**src/rtl/seq_detector_param.sv**
```systemverilog
// seq_detector_param: serial pattern detector. Y pulses one clock after the bit that completes the pattern; no backpressure, en qualifies bits.
// Match counter flops exist only when SEQDET_CNT_EN is defined, otherwise match_cnt is tied to 0.
module seq_detector_param #(
  parameter int              PAT_W   = 3,
  parameter logic [PAT_W-1:0] PAT_RST = 3'b101,
  parameter int              CNT_W   = 8
) (
  input  logic             clk,
  input  logic             rst_n,
  input  logic             X,
  input  logic             en,
  input  logic             load,
  input  logic [PAT_W-1:0] pattern_in,
  input  logic             overlap,
  output logic             Y,
  output logic [CNT_W-1:0] match_cnt,
  output logic [PAT_W-1:0] pattern_q
);

  localparam int FW = $clog2(PAT_W + 1);
  localparam logic [FW-1:0] FILL_FULL = FW'(PAT_W);

  typedef enum logic {FILL, HUNT} state_t;

  state_t           state_q, state_d;
  logic [PAT_W-1:0] hist_q, hist_d;
  logic [PAT_W-1:0] pattern_d;
  logic [FW-1:0]    fill_q, fill_d;
  logic             y_q, y_d;

  logic [PAT_W-1:0] hist_sh;
  logic [FW-1:0]    fill_nx;
  logic             full_nx;
  logic             match;

  always_comb begin
    hist_sh = {hist_q[PAT_W-2:0], X};
    // Fill is already saturated in HUNT, so only FILL needs to count.
    fill_nx = (state_q == HUNT) ? fill_q : fill_q + 1'b1;
    full_nx = (fill_nx == FILL_FULL);
    match   = en && full_nx && (hist_sh == pattern_q);

    state_d   = state_q;
    hist_d    = hist_q;
    fill_d    = fill_q;
    pattern_d = pattern_q;
    y_d       = 1'b0;

    if (load) begin
      pattern_d = pattern_in;
      hist_d    = '0;
      fill_d    = '0;
      state_d   = FILL;
    end else if (en) begin
      hist_d  = hist_sh;
      fill_d  = fill_nx;
      state_d = full_nx ? HUNT : FILL;
      if (match) begin
        y_d = 1'b1;
        if (!overlap) begin
          fill_d  = '0;
          state_d = FILL;
        end
      end
    end
  end

  always_ff @(posedge clk or negedge rst_n) begin
    if (!rst_n) begin
      state_q   <= FILL;
      hist_q    <= '0;
      fill_q    <= '0;
      pattern_q <= PAT_RST;
      y_q       <= 1'b0;
    end else begin
      state_q   <= state_d;
      hist_q    <= hist_d;
      fill_q    <= fill_d;
      pattern_q <= pattern_d;
      y_q       <= y_d;
    end
  end

  assign Y = y_q;

`ifdef SEQDET_CNT_EN
  logic [CNT_W-1:0] cnt_q, cnt_d;

  always_comb begin
    cnt_d = cnt_q;
    if (load) begin
      cnt_d = '0;
    end else if (match && (cnt_q != {CNT_W{1'b1}})) begin
      cnt_d = cnt_q + 1'b1;
    end
  end

  always_ff @(posedge clk or negedge rst_n) begin
    if (!rst_n) begin
      cnt_q <= '0;
    end else begin
      cnt_q <= cnt_d;
    end
  end

  assign match_cnt = cnt_q;
`else
  assign match_cnt = '0;
`endif

endmodule

```
**config.mk**
```make
export PLATFORM = sky130hd
export DESIGN_NAME = seq_detector_param
export DESIGN_NICKNAME = d
export VERILOG_FILES = /design/src/rtl/seq_detector_param.sv
export SDC_FILE = /design/constraint.sdc
export NUM_CORES = 1
export LEC_CHECK = 0
export CAP_MARGIN = 10
export CELL_PAD_IN_SITES_DETAIL_PLACEMENT = 1
export CELL_PAD_IN_SITES_GLOBAL_PLACEMENT = 1
export CORE_ASPECT_RATIO = 0.9
export CORE_MARGIN = 5
export CORE_UTILIZATION = 30
export DETAILED_ROUTE_END_ITERATION = 12
export GPL_TIMING_DRIVEN = 1
export PLACE_DENSITY = 0.84
export SLEW_MARGIN = 10
export SYNTH_ARGS = -nofsm -noshare
export SYNTH_HDL_FRONTEND = slang
export SYNTH_SLANG_ARGS = --single-unit
```
**constraint.sdc**
```tcl
create_clock -name clk -period 1.3 [get_ports clk]
set_clock_uncertainty 0.1 [all_clocks]
set_input_delay 0.39 -clock clk [delete_from_list [all_inputs] [get_ports clk]]
set_output_delay 0.39 -clock clk [all_outputs]
set_load 0.01 [all_outputs]
```
==> flow_metrics.py <==
metrics = {
    "routing": {
        "dr.pass1.iters": 1,
        "routedWlPerCell_um": 13.4,
        "drc": 0,
        "vias": 380,
        "drtIter0Drc": 0,
        "viasPerCell": 4.27,
        "ant_nets": 0,
        "routed_wl_um": 1200,
    },
    "clocking": {
        "cts_buffer_depth": 2,
        "clock-sinks": 9,
        "h-tree-depth": 1,
        "cts_buffers": 3,
        "hold_buffers": 0,
        "insertion_delay_ps": 270,
        "cts_root_buf": "clkbuf_4",
        "cts_tree": "built",
        "path_clk_slew_ps": 60,
    },
    "yosys": {
        "synth_area_um2": 507,
        "syn_inst": 45,
        "synth_seq_area_share_pct": 44.9,
        "synth_cell_types": 21,
        "yosys.area_share.xor_xnor_pct": 10.4,
        "yosys_warnings": 0,
        "syn_area_per_cell_um2": 11.3,
        "yosys.area_share.simple_pct": 13.6,
        "synthAdderAreaFrac_pct": 0,
        "synthMuxAreaShare_pct": 10.6,
        "synth_compound_area_share_pct": 5.19,
        "ys_seq_elements": 9,
        "synth_top_family_by_area": "buffers and inverters",
    },
    "die": {
        "ioPinCount": 21,
        "rows": 14,
        "start_util_pct": 30.8,
        "die_w_um": 53.3,
        "die_area_um2": 2610,
        "coreArea_um2": 1650,
        "die_h_um": 49.0,
    },
    "global_routing": {
        "grt_pass1_vias": 436,
        "groute.usage.overall_pct": 11.3,
        "grt_pass1_wl_um": 2050,
        "overflow": 0,
        "grt_max_degree": 10,
        "antenna_found_initial": 0,
    },
    "setup_path": {
        "required_ps": 810,
        "crit_family": "flip-flops",
        "critPathSlowestCell": "dfstp_2",
        "crit_arrival_ps": 910,
        "cp_num_buf_inv": 1,
        "critPathLaunchType": "flop",
        "cp_cell_sequence": "buf_6",
        "end_kind": "primary output",
        "cp_slowest_stage_delay_ps": 550,
        "crit_type": "reg -> out",
        "cp_max_fo": 2,
    },
    "sta": {
        "setup_violations": 6,
        "final_max_slew_viol_count": 0,
        "holdWs_ps": 313,
        "fin_ws_ps": -104,
        "fin_crit_sh_pct": 108,
        "tns_ps": -392,
        "period_minus_slack_ps": 1400,
        "fmax_mhz": 712,
        "grt_setup_unrepaired": "true",
        "hold_viol": 0,
    },
    "placed_design": {
        "place_inst": 84,
        "port_buffers": 12,
        "place_congestion": 0.770,
        "dp_hpwl_um": 885,
        "place_area_um2": 658,
    },
    "worst_hold_path": {
        "holdCritPathClass": "in -> async",
    },
    "run_status": {
        "violations": "setup timing",
        "status": "finished, violations left",
    },
    "job": {
        "maxCapViolCount": 0,
    },
    "power": {
        "p_leak_nw": 0.328,
        "power_density_nw_per_um2": 995,
        "total_power_w": 0.000741,
        "ir_worst_vdd_uv": 451,
    },
    "layout": {
        "final_cell_count_no_fill": 89,
        "diodes": 0,
        "seqCellArea_um2": 228,
        "final_nets": 75,
        "design_area_um2": 744,
        "multiInputGateArea_um2": 287,
        "nFillCells": 198,
        "area_delta_synth_final_pct": 46.9,
        "drive_above_1_share_pct": 38.5,
    },
}
[power breakdown]
part | switching (W) | leakage (nW) | internal [W] | total, W
combinational | 0.0000881 | 0.199 | 0.000107 | 0.000195
sequential | 0.0000184 | 0.114 | 0.000305 | 0.000323
clock | 0.000104 | 0.0150 | 0.000119 | 0.000223
total | 0.000211 | 0.328 | 0.000530 | 0.000741
[final cells by class]
| cell class | count | area share, % |
|---|---|---|
| well taps | 24 | 4.03 |
| inverters | 1 | 0.504 |
| repair buffers | 19 | 22.9 |
| clock buffers | 4 | 3.53 |
| flip-flops and latches | 9 | 30.6 |
| multi-input cells | 32 | 38.5 |
[routing by layer]
metal	vias to the layer above	part of all wire [%]	global-route usage (%)
met5	-	0	0
met4	0	1.2	5.11
met3	3	6.4	7.03
met2	14	52	15.7
met1	190	40	13.3
li1	173	-	-
[synth_stat cells]
| cell | instances | area share, % |
|---|---|---|
| a221oi_1 | 1 | 1.7 |
| a311oi_1 | 2 | 3.5 |
| and2_1 | 1 | 1.2 |
| and2b_1 | 1 | 1.5 |
| and3_4 | 1 | 2.2 |
| buf_2 | 2 | 2.0 |
| buf_4 | 8 | 12 |
| conb_1 | 1 | 0.74 |
| dfrtp_1 | 7 | 35 |
| dfstp_2 | 2 | 10 |
| inv_1 | 1 | 0.74 |
| mux2_2 | 3 | 6.7 |
| mux2i_1 | 2 | 4.0 |
| nand2b_1 | 1 | 1.2 |
| nand3_1 | 1 | 0.99 |
| nand3b_1 | 1 | 1.5 |
| nor2_1 | 2 | 1.5 |
| nor3_2 | 1 | 2.0 |
| nor3b_1 | 1 | 1.5 |
| xnor2_1 | 2 | 3.5 |
| xor2_1 | 4 | 6.9 |
[registers in the layout, indices dropped and copies added, names as in the netlist]
name,count
pattern_q,3
Y,1
fill_q,2
hist_q,2
state_q,1
[path summary, 6_finish.rpt]
check / start / endpoint / slack, ps / depth (start not counted)
setup / recovery: pattern_q[2] / pattern_q[2] / -100 / 1
hold / removal: rst_n / Y / 310 / 2
setup reg to reg: pattern_q[2] / fill_q[0] / -70 / 4
hold reg to reg: hist_q[0] / hist_q[1] / 480 / 2
max in group asynchronous: rst_n / pattern_q[0] / 570 / 2
min in group clk: hist_q[0] / hist_q[1] / 480 / 2
[cells by family (layout without fill, tap and decap cells)]
| group | after synthesis | in the layout |
|---|---|---|
| AOI/OAI and AO/OA | 3 | 3 |
| xor gates and xnor gates | 6 | 6 |
| buffers and inverters | 11 | 24 |
| DFF | 9 | 9 |
| muxes | 5 | 5 |
| other | 1 | 8 |
| and+or+nand+nor | 10 | 10 |
[per-stage QoR]
stage               worst slack [ps]  utilization [%]
floorplan                       63.3                -
global placement                -358             40.0
detailed placement              -465             40.0
CTS                             -123             43.6
global route                    -147             45.2
finish                          -104             45.2
[layout by cell type, fill, tap and decap left out]
cell / synthesis / layout
dfstp_2: 2 / 2
clkdlybuf4s50_1: 0 / 6
conb_1: 1 / 8
and2b_1: 1 / 1
nand3b_1: 1 / 1
clkbuf_4: 0 / 3
nor2_1: 2 / 2
nand2b_1: 1 / 1
mux2i_1: 2 / 2
dlygate4sd2_1: 0 / 2
nand3_1: 1 / 1
xnor2_1: 2 / 2
a221oi_2: 0 / 1
and2_1: 1 / 1
dfrtp_1: 7 / 7
nor3_4: 0 / 1
and3_4: 1 / 1
xor2_4: 0 / 2
xor2_1: 4 / 2
buf_2: 2 / 2
mux2_2: 3 / 3
nor3b_2: 0 / 1
inv_1: 1 / 1
buf_6: 0 / 4
a311oi_1: 2 / 2
clkbuf_1: 0 / 1
buf_4: 8 / 5
[repair_timing]
| item | CTS | global route |
|---|---|---|
| resized for setup | 26 | 3 |
| setup buffers | 1 | 0 |
| hold endpoints to repair | 0 | 0 |
| setup endpoints to repair | 9 | 8 |
| pin swaps | 4 | 2 |
No activity file was read; power rests on OpenSTA's default activity.
